===== config.mk =====
export PLATFORM = sky130hd
export DESIGN_NAME = rv_gated_dff_cell_flat
export DESIGN_NICKNAME = d
export VERILOG_FILES = /design/src/rtl/rv_gated_dff_cell_if.sv /design/src/rtl/rv_gated_dff_cell.sv /design/src/flat_wrapper.sv
export SDC_FILE = /design/constraint.sdc
export NUM_CORES = 1
export LEC_CHECK = 0
export CORE_MARGIN = 2
export CORE_UTILIZATION = 43
export CTS_CLUSTER_SIZE = 16
export DETAILED_ROUTE_END_ITERATION = 7
export PLACE_DENSITY = 0.85
export SKIP_CTS_REPAIR_TIMING = 1
export SYNTH_ARGS = -nofsm -noshare
export SYNTH_HDL_FRONTEND = slang
export SYNTH_SLANG_ARGS = --single-unit

===== constraint.sdc =====
create_clock -name clk -period 3.99 [get_ports clk]
set_input_delay 0.798 -clock clk [delete_from_list [all_inputs] [get_ports clk]]
set_output_delay 0.798 -clock clk [all_outputs]
set_load 0.02 [all_outputs]

===== src/rtl/rv_gated_dff_cell_if.sv =====
// Bundle of the enable/data inputs and the flop/gated-clock outputs of rv_gated_dff_cell.
// The master drives enables and data; the slave (the cell) returns bank contents and l1clk.
interface rv_gated_dff_cell_if #(
   parameter int WIDTH = 32
);
   logic             scan_mode;
   logic             clken;
   logic             en;
   logic [WIDTH-1:0] din;
   logic             l1clk;
   logic [WIDTH-1:0] dff_q;
   logic [WIDTH-1:0] dffe_q;

   modport master (
      output scan_mode, clken, en, din,
      input  l1clk, dff_q, dffe_q
   );

   modport slave (
      input  scan_mode, clken, en, din,
      output l1clk, dff_q, dffe_q
   );
endinterface


===== src/rtl/rv_gated_dff_cell.sv =====
// Clock-gating header plus two flop banks: bank A loads on clken, bank B on en via a gated clock.
// FPGA_OPTIMIZE swaps the latch-based gate for a plain synchronous enable with identical timing.
module rv_gated_dff_cell #(
   parameter int WIDTH         = 32,
   parameter bit FPGA_OPTIMIZE = 1'b0
) (
   input  logic                 clk,
   input  logic                 rst,
   rv_gated_dff_cell_if.slave   bus
);

   logic             load_a;
   logic             gate_en;
   logic [WIDTH-1:0] dff_r;
   logic [WIDTH-1:0] dffe_r;
   logic             l1clk_w;

   assign load_a  = bus.clken | bus.scan_mode;
   assign gate_en = bus.en | bus.scan_mode;

   always_ff @(posedge clk or posedge rst) begin
      if (rst) begin
         dff_r <= '0;
      end else if (load_a) begin
         dff_r <= bus.din;
      end
   end

   generate
      if (FPGA_OPTIMIZE) begin : g_fpga
         assign l1clk_w = 1'b0;

         always_ff @(posedge clk or posedge rst) begin
            if (rst) begin
               dffe_r <= '0;
            end else if (gate_en) begin
               dffe_r <= bus.din;
            end
         end
      end else begin : g_gated
         logic en_lat;

         // Latch is open only while clk is low, so the gate cannot change during a high phase.
         always_latch begin
            if (rst) begin
               en_lat <= 1'b0;
            end else if (!clk) begin
               en_lat <= gate_en;
            end
         end

         assign l1clk_w = clk & en_lat;

         always_ff @(posedge l1clk_w or posedge rst) begin
            if (rst) begin
               dffe_r <= '0;
            end else begin
               dffe_r <= bus.din;
            end
         end
      end
   endgenerate

   assign bus.l1clk  = l1clk_w;
   assign bus.dff_q  = dff_r;
   assign bus.dffe_q = dffe_r;

endmodule


===== src/flat_wrapper.sv =====
// flat-port wrapper written by rule: the top's interface ports become plain ports
module rv_gated_dff_cell_flat 
#(
   parameter int WIDTH         = 32,
   parameter bit FPGA_OPTIMIZE = 1'b0
)
  (clk, rst, bus_scan_mode, bus_clken, bus_en, bus_din, bus_l1clk, bus_dff_q, bus_dffe_q);
  rv_gated_dff_cell_if #(.WIDTH(WIDTH)) bus_i ();
  input  logic clk;
  input  logic rst;
  input wire logic [$bits(bus_i.scan_mode)-1:0] bus_scan_mode;
  input wire logic [$bits(bus_i.clken)-1:0] bus_clken;
  input wire logic [$bits(bus_i.en)-1:0] bus_en;
  input wire logic [$bits(bus_i.din)-1:0] bus_din;
  output wire logic [$bits(bus_i.l1clk)-1:0] bus_l1clk;
  output wire logic [$bits(bus_i.dff_q)-1:0] bus_dff_q;
  output wire logic [$bits(bus_i.dffe_q)-1:0] bus_dffe_q;
  assign bus_i.scan_mode = bus_scan_mode;
  assign bus_i.clken = bus_clken;
  assign bus_i.en = bus_en;
  assign bus_i.din = bus_din;
  assign bus_l1clk = bus_i.l1clk;
  assign bus_dff_q = bus_i.dff_q;
  assign bus_dffe_q = bus_i.dffe_q;
  rv_gated_dff_cell #(.WIDTH(WIDTH), .FPGA_OPTIMIZE(FPGA_OPTIMIZE)) u_core (.clk(clk), .rst(rst), .bus(bus_i));
endmodule

==> flow_metrics.py, run 1 <==
metrics = {
    "setup_path": {
        "cp_slowest_cell": "dlxtp_1",
        "path_delay_family": "latches",
        "startpoint_type": "latch",
        "path_cells": "and2_4, buf_6",
        "worstReg2RegEnd": "u_core.bus.dff_q[5]",
        "r2r-start": "u_core.bus.dff_q[5]",
        "worstPathRequired_ns": 3.19,
        "slowest_delay_ns": 0.33,
        "critPathLaunch": "u_core.g_gated.en_lat",
        "crit_buf_inv": 1,
        "critPathKind": "latch to output port",
        "r2r_setup_slack_ns": 3.20,
        "reg2reg_depth": 1,
        "critPathCaptureType": "output port",
        "crit_arrival_ns": 3.62,
        "worstPathMaxFanout": 2,
    },
    "run": {
        "cap_viol_max_count": 0,
    },
    "global_routing": {
        "grt_max_degree": 33,
        "overflow": 0,
        "antenna_found_initial": 0,
        "grt_pass1_vias": 1567,
        "grt_use_total_pct": 21.5,
        "grt_pass1_wl_um": 7630,
    },
    "route": {
        "firstDrtPassIters": 4,
        "post_drt_wl_per_cell_um": 16.9,
        "routed_wl_um": 4960,
        "drt-vias-per-instance": 4.80,
        "wl_met3_um": 354,
        "drt_iter0_drc": 63,
        "met1_length_um": 1860,
        "route.detailed.drc": 0,
        "wl_met2_um": 2600,
        "top_layer": "met4",
        "vias": 1411,
        "ant_nets": 0,
    },
    "final_layout": {
        "design_area_um2": 3570,
        "multiInputGateArea_um2": 429,
        "layout-drive-gt1-share_pct": 27.9,
        "area_growth_pct": 71.4,
        "ff_latch_area_um2": 1620,
        "diodes": 0,
        "fin_nets": 274,
        "fillers": 309,
    },
    "min_path": {
        "holdPathStages": 5,
        "holdCritPathClass": "input port to clock gate",
        "min-delay-start": "rst",
    },
    "power": {
        "total_power_mw": 1.53,
        "cellPowerDensity_nw_per_um2": 430,
        "vdd_drop_max_mv": 0.235,
        "p_leak_nw": 1.55,
    },
    "floorplanning": {
        "dieArea_um2": 5410,
        "initial_core_util_pct": 44.3,
        "core_area_um2": 4690,
        "pin_count": 102,
        "num_rows": 25,
        "fp.dieH_um": 73.6,
        "die_w_um": 73.6,
    },
    "logic_synthesis": {
        "synth_compound_area_share_pct": 0,
        "synth_xor_area_share_pct": 0,
        "synth-seq-cells": 65,
        "synthMuxAreaShare_pct": 19.1,
        "synth_top_family_by_area": "multiplexers",
        "synthCells": 106,
        "yosys.area_share.simple_pct": 1.38,
        "syn_nets": 143,
        "synth-adder-area-share_pct": 0,
        "syn_area_um2": 2080,
        "ys_warn_count": 0,
        "synth_cell_types": 10,
        "syn-mean-instance-area_um2": 19.6,
    },
    "place": {
        "io_buffers": 101,
        "dpl_cell_area_um2": 3140,
        "routabilityCongestion": 0.739,
    },
    "sta": {
        "finClkSkew_ns": 0,
        "hold_viol": 0,
        "maxSlewHeadroom_pct": 30.6,
        "fin_ws_ns": -0.425,
        "slew_viol_final": 0,
        "worstMarginPinSlew_ns": 1.04,
        "grt_setup_unrepaired": "true",
        "final-setup-viol-count": 2,
    },
    "clocking": {
        "clk_latency_ns": 0.79,
        "clkTransAtPathRegs_ns": 0.05,
        "tritoncts": "done",
    },
    "outcome": {
        "status": "complete, but fails checks",
        "violations": "setup timing",
    },
}
==> placed cells by master (no fill, tap or decap) <==
| master | Yosys | layout |
|---|---|---|
| clkbuf_8 | 0 | 27 |
| nor2_4 | 1 | 1 |
| dfrtp_1 | 64 | 64 |
| clkdlybuf4s50_1 | 0 | 100 |
| buf_6 | 3 | 1 |
| dlxtp_1 | 1 | 1 |
| and2_4 | 0 | 1 |
| clkinv_2 | 0 | 1 |
| mux2_4 | 10 | 10 |
| clkbuf_1 | 0 | 2 |
| nand2_1 | 1 | 1 |
| mux2_2 | 22 | 22 |
| buf_4 | 0 | 3 |
| nor2_1 | 2 | 2 |
| inv_2 | 0 | 1 |
| dlygate4sd3_1 | 0 | 3 |
==> worst max-delay path by stage <==
stage	end	slack [ns]	depth (start not counted)
3_3_place_gp	bus_l1clk	-0.30	2
2_1_floorplan	bus_l1clk	0.30	1
5_1_grt	bus_l1clk	-0.51	2
4_1_cts	bus_l1clk	-1.20	4
3_5_place_dp	bus_l1clk	-0.32	2
6_report	bus_l1clk	-0.43	2
==> registers in the layout, summed over array words and instances, names as in the netlist <==
name / count
u_core.bus.dffe_q: 32
u_core.g_gated.en_lat: 1
u_core.bus.dff_q: 32
==> cell families after synthesis <==
group	after synthesis
latches	1
buffers and inverters	4
AND/OR/NAND/NOR	5
multiplexers	32
flip-flops	64
==> stage by stage <==
step           cells  utilization (%)  setup slack [ns]  hold WS (ns)  TNS, ns
2_1_floorplan    106                -             0.300        -0.421        0
3_3_place_gp     260             66.9            -0.298        -0.473   -0.298
6_report         294             76.0            -0.425         0.337   -0.425
3_5_place_dp     260             66.9            -0.318        -0.458   -0.318
4_1_cts          292             75.7             -1.20         -1.41    -1.20
5_1_grt          294             76.0            -0.512         0.336   -0.512
==> cells in the mapped netlist <==
| cell | count | area share, % |
|---|---|---|
| mux2_4 | 10 | 7.2 |
| dfrtp_1 | 64 | 77 |
| inv_1 | 1 | 0.18 |
| buf_6 | 3 | 1.6 |
| dlxtp_1 | 1 | 0.72 |
| nand2_1 | 1 | 0.18 |
| nor2_4 | 1 | 0.54 |
| nor2_1 | 2 | 0.36 |
| mux2_2 | 22 | 12 |
| and2_1 | 1 | 0.30 |
==> area by class of cell <==
cell class / instances / area share [%]
Sequential cell: 65 / 45.3
Timing Repair Buffer: 105 / 29.3
Multi-Input combinational cell: 37 / 12.0
Clock buffer: 31 / 11.2
Tap cell: 54 / 1.89
Clock inverter: 1 / 0.140
Inverter: 1 / 0.105
==> metal layers <==
layer / up-vias / global-route usage (%)
li1: 618 / -
met1: 706 / 20.7
met2: 74 / 30.6
met3: 13 / 13.2
met4: 0 / 21.2
met5: - / 0
==> power by group <==
group	switching (mW)	internal, mW	total, mW
logic	0.112	0.138	0.250
registers	0.0196	0.503	0.523
clock network	0.251	0.510	0.761
Note: power is estimated with default switching activity, not from simulation.
==> run 2, diff against run 1 <==
--- a/config.mk
+++ b/config.mk
@@ -5,6 +5,7 @@
 export SDC_FILE = /design/constraint.sdc
 export NUM_CORES = 1
 export LEC_CHECK = 0
+export CORE_ASPECT_RATIO = 0.7
 export CORE_MARGIN = 2
 export CORE_UTILIZATION = 43
 export CTS_CLUSTER_SIZE = 16
==> run 2 against run 1 <==
Clock power shrank 1%. Die area rose by 0.17%. Clock-buffer cell count shrank 2. Total power decreased by 0.57%. Register-to-register slack barely moved. Hold slack got worse by 0.30 ns. Critical path depth is the same. The run still ends with setup timing left. Global-route usage shrank 0.24 points. Core utilization decreased by 1.1 points. Highest routed layer unchanged. Setup slack improved by 0.16 ns.
==> flow_metrics.py, run 2 (same netlist as run 1, synthesis figures left out) <==
metrics = {
    "sta": {
        "finClkSkew_ns": 0,
        "fin_ws_ns": -0.261,
        "slew_viol_final": 0,
        "grt_setup_unrepaired": "true",
        "final-setup-viol-count": 2,
        "maxSlewHeadroom_pct": 44.8,
        "worstMarginPinSlew_ns": 0.826,
        "tns_ns": -0.261,
        "hold_viol": 0,
    },
    "global_routing": {
        "grt_pass1_vias": 1649,
        "antenna_found_initial": 0,
        "overflow": 0,
        "grt_use_total_pct": 21.2,
        "grt_max_degree": 38,
        "grt_pass1_wl_um": 8010,
    },
    "final_layout": {
        "area_growth_pct": 70.2,
        "layout-drive-gt1-share_pct": 28.0,
        "final_cell_mix": "100 x clkdlybuf4s50_1, 64 x dfrtp_1, 25 x clkbuf_8",
        "fin_nets": 272,
        "layout_commonest_cell": "clkdlybuf4s50_1",
        "design_area_um2": 3540,
        "diodes": 0,
        "stdcell_count": 296,
        "fillers": 317,
    },
    "route": {
        "drt-vias-per-instance": 4.70,
        "firstDrtPassIters": 4,
        "routed_wl_um": 4780,
        "drt_iter0_drc": 27,
        "vias": 1391,
        "post_drt_wl_per_cell_um": 16.2,
        "ant_nets": 0,
        "route.detailed.drc": 0,
    },
    "floorplanning": {
        "die_w_um": 87.1,
        "dieArea_um2": 5420,
        "num_rows": 21,
        "core_area_um2": 4730,
        "pin_count": 102,
        "initial_core_util_pct": 44.0,
        "fp.dieH_um": 62.2,
    },
    "setup_path": {
        "path_cells": "and2_4, buf_6",
        "startpoint_type": "latch",
        "critPathCaptureType": "output port",
        "crit_buf_inv": 1,
        "cp_slowest_cell": "dlxtp_1",
        "crit_arrival_ns": 3.45,
        "critPathKind": "latch to output port",
        "worstPathRequired_ns": 3.19,
        "slowest_delay_ns": 0.31,
        "worstPathMaxFanout": 2,
        "path_delay_family": "latches",
    },
    "clocking": {
        "tritoncts": "done",
        "clk_latency_ns": 0.81,
        "clkTransAtPathRegs_ns": 0.04,
    },
    "place": {
        "routabilityCongestion": 0.699,
        "io_buffers": 101,
        "dpl_cell_area_um2": 3140,
        "dp_hpwl_um": 3040,
        "dp.cells": 263,
        "dp_slack_ns": -0.308,
    },
    "power": {
        "vdd_drop_max_mv": 0.299,
        "cellPowerDensity_nw_per_um2": 431,
        "p_leak_nw": 1.54,
        "total_power_mw": 1.53,
    },
    "outcome": {
        "status": "complete, but fails checks",
        "violations": "setup timing",
    },
    "run": {
        "cap_viol_max_count": 0,
    },
    "min_path": {
        "holdCritPathClass": "input port to clock gate",
    },
}
-- run 2: cell types whose count changed in the layout (fill, tap and decap cells not counted), sizes merged --
cell         delta
clkbuf          -2
clkinv          +2
dlygate4sd3     -1
-- run 2: tightest hold or removal path, delay by kind of cell --
family | cells | cell delay, ns
buffers and inverters | 4 | 2.05
-- run 2: area by class of cell --
class	instances	area [um^2]	share of cell area, %
Clock buffer	29	370	10.5
Clock inverter	3	15.0	0.424
Inverter	1	3.75	0.106
Multi-Input combinational cell	37	429	12.1
Sequential cell	65	1620	45.6
Tap cell	57	71.3	2.01
Timing Repair Buffer	104	1040	29.2
-- run 2: stage by stage --
stage	util [%]	hold WS (ns)
global route	74.9	0.116
global placement	66.5	-0.385
detailed placement	66.5	-0.380
finish	74.9	0.0335
CTS	74.8	-1.19
floorplan	-	-0.421
-- run 2: path summary, 6_finish.rpt --
| check | startpoint | to | slack [ns] | cells past startpoint |
|---|---|---|---|---|
| setup / recovery | u_core.g_gated.en_lat | bus_l1clk | -0.26 | 2 |
| hold / removal | rst | clock gate | 0.03 | 4 |
| setup reg to reg | u_core.bus.dff_q[1] | u_core.bus.dff_q[1] | 3.21 | 1 |
| hold reg to reg | u_core.bus.dff_q[30] | u_core.bus.dff_q[30] | 0.50 | 1 |
| max in group gated | u_core.g_gated.en_lat | clock gate | 1.02 | 0 |
| max in group asynchronous | rst | u_core.bus.dff_q[17] | 2.11 | 4 |
| min in group clk | bus_din[12] | u_core.bus.dffe_q[12] | 0.38 | 1 |
| min in group asynchronous | rst | u_core.bus.dffe_q[30] | 0.98 | 3 |
-- run 2: per-layer routing --
layer / global-route usage (%) / vias to the layer above / wire length (um)
met5: 0 / - / 0
met4: 15.4 / 0 / 50
met3: 16.2 / 6 / 520
met2: 27.4 / 81 / 2230
met1: 23.4 / 684 / 1980
li1: - / 620 / -
-- run 2: power breakdown --
group / internal, mW / switching, mW
combinational: 0.137 / 0.112
sequential: 0.503 / 0.0190
clock: 0.494 / 0.259
==> edit (flow settings as in run 2) <==
`FPGA_OPTIMIZE` is set to 1'b0 in 2 places; all go to 1'b1.
--- a/src/rtl/rv_gated_dff_cell.sv
+++ b/src/rtl/rv_gated_dff_cell.sv
@@ -2,7 +2,7 @@
 // FPGA_OPTIMIZE swaps the latch-based gate for a plain synchronous enable with identical timing.
 module rv_gated_dff_cell #(
    parameter int WIDTH         = 32,
-   parameter bit FPGA_OPTIMIZE = 1'b0
+   parameter bit FPGA_OPTIMIZE = 1'b1
 ) (
    input  logic                 clk,
    input  logic                 rst,
--- a/src/flat_wrapper.sv
+++ b/src/flat_wrapper.sv
@@ -2,7 +2,7 @@
 module rv_gated_dff_cell_flat 
 #(
    parameter int WIDTH         = 32,
-   parameter bit FPGA_OPTIMIZE = 1'b0
+   parameter bit FPGA_OPTIMIZE = 1'b1
 )
   (clk, rst, bus_scan_mode, bus_clken, bus_en, bus_din, bus_l1clk, bus_dff_q, bus_dffe_q);
   rv_gated_dff_cell_if #(.WIDTH(WIDTH)) bus_i ();
Function: not checked (the comparison handles one clock edge and no latches or derived clocks); the edit may change what the design does.
==> edit against run 2 <==
- non-clock buffer count shrank 2
- sequential share of layout area shrank 3.5 points
- sequential power grew 41%
- wire length grew 15%
- count of clock-buffer cells in the layout shrank 15
- first-iteration DRC count grew 59%
- final area grew 7.3%
- worst setup slack gained 2.0 ns
- synthesized area grew 23%
- sequential cell count shrank 1
- total power grew 9.1%
- clock power shrank 22%
- combinational power grew 35%
- critical endpoint is now u_core.bus.dffe_q[10]
==> edit: results (changes against run 2) <==
| Metric | Value |
|---|---|
| Status | completed |
| Crit path to | u_core.bus.dffe_q[10] |
| Fin crit share | 56.9% |
| Layout Nets | 282 (+3.7%) |
| Post-synth net total | 176 (+23%) |
| GPL Wtd Cong | 0.670 (-4.1%) |
| Reg2reg start | u_core.bus.dff_q[16] |
| Ys Warns | 0 (unchanged) |
| Met1 Track Usage GR | 23.2% (-0.25 points) |
| Largest delay share family, worst path | simple AND/OR/NAND/NOR gates |
| Clock-pin slew on the worst setup and hold paths | 0.07 ns (+0.03 ns) |
| Layout cells sized above 1 | 33.6% (+5.6 points) |
| Worst-Skew Late Latency | 0.33 ns (-0.48 ns) |
| Start point of the critical path | bus_scan_mode |
| Largest net degree at the start of global routing | 43 (+13%) |
| Synth cell types | 9 (-1) |
| Leakage | 1.63 nW (+6.1%) |
| DPL Wire Length | 3890 µm (+28%) |
| Post-Place Worst Slack | 1.35 ns (+1.66 ns) |
| Vias in the first global route | 1642 (-0.42%) |
| First-pass GRT wire length | 8580 µm (+7.2%) |
| Final Setup Violations | 0 (-2) |
| Met2 track demand over resource | 28.2% (+0.83 points) |
| Gr usage total | 18.4% (-2.8 points) |
| Crit path max fanout | 32 (+30) |
| DR vias | 1546 (+11%) |
| Delay of the slowest critical-path stage | 0.77 ns (+0.46 ns) |
| Inserted Diodes | 0 (unchanged) |
| Peak supply drop | 0.237 mV (-21%) |
| Met3 Resource Use GR | 8.15% (-8.1 points) |
| Final hold slack | 0.509 ns (+0.475 ns) |
| Fillers | 430 (+36%) |
| Arr. time, crit path | 2.48 ns (-0.97 ns) |
| Worst r2r dst | u_core.bus.dff_q[16] |
| Initial antenna violation count | 0 (unchanged) |
| R2r setup slk | 3.22 ns (about the same) |
| Hold path startpoint | u_core.bus.dffe_q[12] |
| Placed instance area | 3580 µm² (+14%) |
| PortBufs | 100 (-0.99%) |
| Top post-synthesis cells by count | dfrtp_1, mux2_2, mux2_4, buf_6, buf_8 |
| DRT iter0 DRCs | 43 (+59%) |
| Average wire per standard cell | 17.0 µm (+5.2%) |
| Worst-Margin Slew | 0.964 ns (+0.138 ns) |
| Largest cells by area after synthesis | dfrtp_1, mux2_4, mux2_2, buf_8, buf_6 |
| Post-synth ARST share | 100% (+1.5 points) |
| Hold crit path type | register to register |
| CP max-delay cell | nor2_4 |
==> edit: metrics by stage <==
stage                     total power [W]  std cells  utilization (%)
after global placement            0.00108        309             62.6
final                             0.00166        325             66.4
after CTS                         0.00168        325             66.4
after floorplan                  0.000918        139                -
after detailed placement          0.00109        309             62.6
after global routing              0.00174        325             66.4
==> edit: per-layer routing <==
layer	wire [µm]	vias up	share of wire [%]
li1	-	696	-
met1	2470	767	45
met2	2410	74	44
met3	568	9	10
met4	79	0	1.4
met5	0	-	0
==> edit: power breakdown <==
group          switching (W)  total [W]  internal [W]
clock network       0.000235   0.000591      0.000356
logic               0.000147   0.000337      0.000190
registers          0.0000315   0.000735      0.000704
==> edit: how the worst min path moves through the flow <==
stage,to,depth (start not counted)
after floorplan,u_core.bus.dffe_q[20],1
after global placement,u_core.bus.dffe_q[12],1
after detailed placement,u_core.bus.dff_q[21],1
after CTS,u_core.bus.dffe_q[12],1
after global routing,u_core.bus.dff_q[1],1
final,u_core.bus.dffe_q[12],1
==> edit: logic make-up after synthesis <==
group,after synthesis,share of synthesized area [%]
multiplexers,64,32.9
flip-flops,64,62.6
buffers and inverters,8,3.52
AND/OR/NAND/NOR,2,0.880
other,1,0.147
==> edit: area by class of cell <==
cell class / instances / share of cell area, %
clock buffers: 14 / 4.81
multi-input cells: 67 / 22.8
inverters: 1 / 0.0988
clock inverters: 2 / 0.922
well taps: 75 / 2.47
repair buffers: 102 / 26.7
flip-flops and latches: 64 / 42.1
